### src/rtl/button_event.sv
// rtl/button_event.sv - debounced button level to press/release/long-press/repeat strobes
// Hold time is counted in ms_16 ticks; every output is registered.
module button_event #(
  parameter int LONG_TICKS   = 32,
  parameter int REPEAT_TICKS = 8,
  parameter int CNT_W        = 8
) (
  input  logic clk,
  input  logic rstn,
  input  logic ms_16,
  input  logic btn,
  output logic press,
  output logic release_p,
  output logic long_press,
  output logic repeat_p,
  output logic held
);

  typedef enum logic [1:0] {
    IDLE = 2'b00,
    HOLD = 2'b01,
    LONG = 2'b10
  } state_e;

  localparam logic [CNT_W-1:0] LONG_LAST   = CNT_W'(LONG_TICKS - 1);
  localparam logic [CNT_W-1:0] REPEAT_LAST = CNT_W'(REPEAT_TICKS - 1);
  localparam logic [CNT_W-1:0] CNT_ONE     = CNT_W'(1);

  state_e           state_q;
  logic [CNT_W-1:0] cnt_q;
  logic             press_q;
  logic             release_q;
  logic             long_q;
  logic             repeat_q;
  logic             held_q;

  always_ff @(posedge clk or negedge rstn) begin
    if (!rstn) begin
      state_q   <= IDLE;
      cnt_q     <= '0;
      press_q   <= 1'b0;
      release_q <= 1'b0;
      long_q    <= 1'b0;
      repeat_q  <= 1'b0;
      held_q    <= 1'b0;
    end else begin
      press_q   <= 1'b0;
      release_q <= 1'b0;
      long_q    <= 1'b0;
      repeat_q  <= 1'b0;
      case (state_q)
        // Leave IDLE on the level, so a button held through reset still yields a press.
        IDLE: begin
          if (btn) begin
            state_q <= HOLD;
            cnt_q   <= '0;
            press_q <= 1'b1;
            held_q  <= 1'b1;
          end else begin
            held_q  <= 1'b0;
          end
        end
        HOLD: begin
          if (!btn) begin
            state_q   <= IDLE;
            release_q <= 1'b1;
            held_q    <= 1'b0;
          end else begin
            held_q <= 1'b1;
            if (ms_16) begin
              if (cnt_q == LONG_LAST) begin
                state_q <= LONG;
                cnt_q   <= '0;
                long_q  <= 1'b1;
              end else begin
                cnt_q <= cnt_q + CNT_ONE;
              end
            end
          end
        end
        LONG: begin
          if (!btn) begin
            state_q   <= IDLE;
            release_q <= 1'b1;
            held_q    <= 1'b0;
          end else begin
            held_q <= 1'b1;
            if (ms_16) begin
              if (cnt_q == REPEAT_LAST) begin
                cnt_q    <= '0;
                repeat_q <= 1'b1;
              end else begin
                cnt_q <= cnt_q + CNT_ONE;
              end
            end
          end
        end
        default: begin
          state_q <= IDLE;
          cnt_q   <= '0;
          held_q  <= 1'b0;
        end
      endcase
    end
  end

  assign press      = press_q;
  assign release_p  = release_q;
  assign long_press = long_q;
  assign repeat_p   = repeat_q;
  assign held       = held_q;

endmodule
### config.mk
export PLATFORM = sky130hd
export DESIGN_NAME = button_event
export DESIGN_NICKNAME = d
export VERILOG_FILES = /design/src/rtl/button_event.sv
export SDC_FILE = /design/constraint.sdc
export NUM_CORES = 1
export LEC_CHECK = 0
export BUFFER_PORTS_ARGS = -buffer_cell sky130_fd_sc_hd__clkbuf_2
export CAP_MARGIN = 20
export CORE_MARGIN = 10
export CORE_UTILIZATION = 40
export DETAILED_ROUTE_END_ITERATION = 16
export PLACE_DENSITY = 0.62
export SLEW_MARGIN = 20
export SYNTH_ARGS = -nofsm -noshare
export SYNTH_HDL_FRONTEND = slang
export SYNTH_SLANG_ARGS = --single-unit
### constraint.sdc
create_clock -name clk -period 2.4 [get_ports clk]
set_clock_uncertainty 0.15 [all_clocks]
set_input_delay 0.24 -clock clk [delete_from_list [all_inputs] [get_ports clk]]
set_output_delay 0.24 -clock clk [all_outputs]
set_load 0.05 [all_outputs]
== Yosys cells after proc, flatten, opt, wreduce, memory -nomap -nowiden ==
Index checks and enable logic that the tools add are counted.
Word-level totals
  register bits: 15
  latch bits: 0
  bits in writable memories: 0
  ROM bits: 0
  input bits: 4
  memories: 0
Cells by class
  $add $sub $neg: 1
  multiply operators: 0
  divide/modulo/power cells: 0
  magnitude comparators: 0
  equality and inequality tests: 12
  shift operators: 0
  multiplexer cells: 27
  bitwise logic cells: 0
  reductions and logical operators: 5
Operators with widths (number)
  two-way mux 8 bit: 7
  case mux 8 bit (3 select lines): 1
  two-way mux 1 bit: 13
  != test 2 bit, second input constant: 6
  two-way mux 2 bit: 5
  adder 8 x 1 -> 8 bit, second input constant: 1
  == test 8 x 3 -> 1 bit, second input constant: 1
  == test 8 x 5 -> 1 bit, second input constant: 1
  != test 3 bit, second input constant: 2
  case mux 2 bit (3 select lines): 1
  AND reduction 5 bit: 1
  AND reduction 4 bit: 1
  OR reduction 3 bit: 1
  == test 2 x 1 -> 1 bit, second input constant: 1
  == test 2 bit, second input constant: 1
  logical NOT 2 bit: 1
  OR reduction 2 bit: 1

== Depth between registers and ports, before layout ==
  depth after elaboration: 5
  depth in mapped cells: 6
  gate-level depth less buffers: 6

== Worst setup path after synthesis ==
Ideal clock, no wire load.
  path type: register -> register
  start point: register cnt_q[5]
  end point: register cnt_q[7]
  library setup time: 136 ps
  arrival: 1554 ps
  data required time: 2114 ps
  path slack: 561 ps
  stages on the path, launching flop included: 5
  path buffers: 0
  path through: dfrtp_1 > or3_1 > or4b_4 > nand3_2 > o211ai_1
On the way
  cells in the longest elaborated chain, start to end: 5
  elaborated cells on any way between the ends: 10
  those cells by class: add/sub (1); eq/ne (2); mux (7)
RTL lines
  start: declaration: line 30  | logic [CNT_W-1:0] cnt_q;
  start signal: assignment: line 76  | cnt_q <= cnt_q + CNT_ONE;
  start signal: assignment: line 93  | cnt_q <= cnt_q + CNT_ONE;
  adder 8 x 1 -> 8 bit (tied with other cells): line 76, 93
  two-way mux 8 bit (on tied branches): line 89, 71
  two-way mux 8 bit (on tied branches): line 88, 70
  two-way mux 8 bit (on tied branches): line 82, 64
  case mux 8 bit (3 select lines) (*): line 51  | case (state_q)
Mark *: on every way between the ends. The rest lies on a longest branch, timed or not. The select of a mux whose other input is x is not followed.
A chain may end at the register's enable or synchronous reset.

== Worst setup path after layout ==
Same ends and word-level chain as after synthesis.

==> results_dict.tcl <==
set metrics [dict create \
    status "completed" \
    ys_async_sr_fraction_pct 100 \
    cts_num_sinks 15 \
    grt_pass1_wl_mm 3.27 \
    hp-start "btn" \
    setup.worst_path.end_class "flop" \
    fin_util_pct 49.0 \
    crit_start "cnt_q[5]" \
    synth_area_per_cell_um2 9.71 \
    ios 9 \
    setup_viol 0 \
    dieArea_um2 4350 \
    vias 744 \
    hold_path_class "in2reg" \
    start_util_pct 42.6 \
    io_buffers 8 \
    cp-start-kind "flop" \
    ant_nets 0 \
    synth_edf_count 0 \
    ys_top_cells_by_area "dfrtp_1, ha_1, nand2_1, nand3_1, o21ai_0" \
    p_per_area_nw_per_um2 776 \
    rows 16 \
    dp_slack_ns 0.452 \
    cp_data_arrival_time_ns 1.99 \
    synth.distinct_cells 29 \
    core_um2 1980 \
    slowest_delay_ns 0.56 \
    viasPerCell 5.77 \
    insertion_delay_ns 0.29 \
    drtPass1Iterations 4 \
    crit_required_ns 2.42 \
    synthCells 87 \
    layout.nets 113 \
    irDropWorstVdd_mv 0.393 \
    grt_max_degree 16 \
    period_share_pct 82.3 \
    crit_chain "or3_1 > or4b_4 > nand3_2 > o211ai_1" \
    tightest_slew_ns 0.374 \
    post-route-min-period_ns 1.98 \
    hold_viol_final 0 \
    syn_nets 97 \
    cp_max_fo 8 \
    die_h_um 66.0 \
    seq_area_frac_synth_pct 44.4 \
    p_leak_nw 0.442 \
    yosysMostFrequentCell "dfrtp_1" \
    synth_area_um2 845 \
    grt.total_usage_pct 9.57 \
    synth_seq_cells 15 \
    yosysWarningCount 0 \
    drive_gt1_share_pct 19.6 \
    timing.setup.tns_ns 0 \
    drc 0 \
    r2r_setup_slack_ns 0.42 \
    whs_endpoint "release_p" \
    grt_pass1_vias 690 \
    die_x_um 66.0 \
    tritoncts "done" \
    cts_made_buffers 3 \
    r2r-end "cnt_q[7]" \
    worstSetupPathType "reg2reg" \
    cts_resized 0 \
    clk_pin_slew_ns 0.09 \
    slew_viol_final 0 \
    whs_path_depth 2 \
    r2r_cells 4 \
    synth_common_cells "dfrtp_1, nand2_1, ha_1, nand3_1, o21ai_0" \
    synth_ff_type "dfrtp_1" \
    netlist.area_leader.share_pct 44.4 \
    rsz0062_at_grt "no" \
    ctsHtreeMaxLevel 1 \
    syn_to_final_growth_pct 15.0 \
    holdWs_ns 0.0423 \
    antenna_found_initial 0 \
    clock.fmax_mhz 506 \
    max_slew_margin_pct 74.8 \
    drt_wl_total_mm 1.79 \
    detailedRoute.firstIterationViolations 26 \
    num_antenna_cells 0 \
    routedWlPerCell_um 13.9 \
    place_congestion 0.842 \
    dp_hpwl_mm 1.35 \
    cap_violations 0 \
    setup_slack_ns 0.424 \
    synth_top_area_cell "dfrtp_1" \
    cts_buffer_depth 2 \
    cp_slowest_cell "or4b_4" \
    timing.rr.start "cnt_q[5]" \
    grt.overflow.total 0 \
    ctsRootBufferMaster "clkbuf_4" \
]
-- power by group --
group	total [mW]	switching [mW]	internal (mW)
clock network	0.148	0.0861	0.0620
logic	0.298	0.189	0.109
registers	0.307	0.0231	0.284
total	0.753	0.299	0.455
-- cell usage in the layout, fill, tap and decap left out, drive strengths merged, types with 2 or more instances in the layout --
master	synthesis	layout
nand4	2	2
buf	0	2
o211ai	3	3
and3	2	2
o21ai	5	5
ha	6	6
and4	2	2
or3	2	2
o31ai	3	3
nand3	6	6
a21oi	2	2
a211oi	2	2
nor2	4	4
dfrtp	15	15
inv	4	4
or2	2	2
nor4	2	2
and2	3	3
clkbuf	0	11
nand2	11	11
nor2b	2	2
-- layer usage --
metal	share of wire (%)	GRT usage [%]	wire length, um	up-vias
met4	2.5	7.33	44	0
met2	44	13.4	788	29
met3	7.4	3.39	133	4
met5	0	0	0	-
met1	46	11.6	827	355
li1	-	-	-	356
-- cell type report --
type                    instances  area [um^2]
well taps                      27         33.8
clock buffers                   3         22.5
inverters                       4         15.0
multi-input cells              68          454
repair buffers                 11         65.1
flip-flops and latches         15          375
clock inverters                 1         5.00
fillers                       191         1010
-- state kept, by name, indices dropped and copies added, names as in the netlist --
name,cells
press,1
release_p,1
cnt_q,8
repeat_p,1
state_q,2
long_press,1
held,1
-- worst max-delay path by stage --
stage          endpoint  slack [ns]
2_1_floorplan  cnt_q[7]        0.56
4_1_cts        cnt_q[7]        0.43
5_1_grt        cnt_q[3]        0.23
6_report       cnt_q[7]        0.42
3_5_place_dp   cnt_q[7]        0.45
3_3_place_gp   cnt_q[7]        0.44
-- worst max-delay path: cells and delay by family (launching register included) --
kind	cells	cell delay, ns
AO/OA/AOI/OAI	1	0.11
flip-flops	1	0.47
AND/OR/NAND/NOR	3	1.12
-- metrics by stage --
stage,power (mW),cell area (um^2),instances
2_1_floorplan,0.510,845,87
3_3_place_gp,0.603,933,124
3_5_place_dp,0.607,933,124
4_1_cts,0.756,971,129
5_1_grt,0.811,971,129
6_report,0.753,971,129
-- cells by family (layout without fill, tap and decap cells) --
group                    count (synthesis)  in the layout  share of synthesized area, %
AO/OA/AOI/OAI                           20             20                          16.3
adder cells (fa/ha/maj)                  6              6                          8.89
buffers and inverters                    4             19                          1.78
flip-flops                              15             15                          44.4
multiplexers                             1              1                          1.33
AND/OR/NAND/NOR                         41             41                          27.3
-- timing repair --
action                    CTS  global route
hold buffers                1             0
hold endpoints to repair   15             0
buffers inserted            0             0
Note: power is estimated with default switching activity, not from simulation.
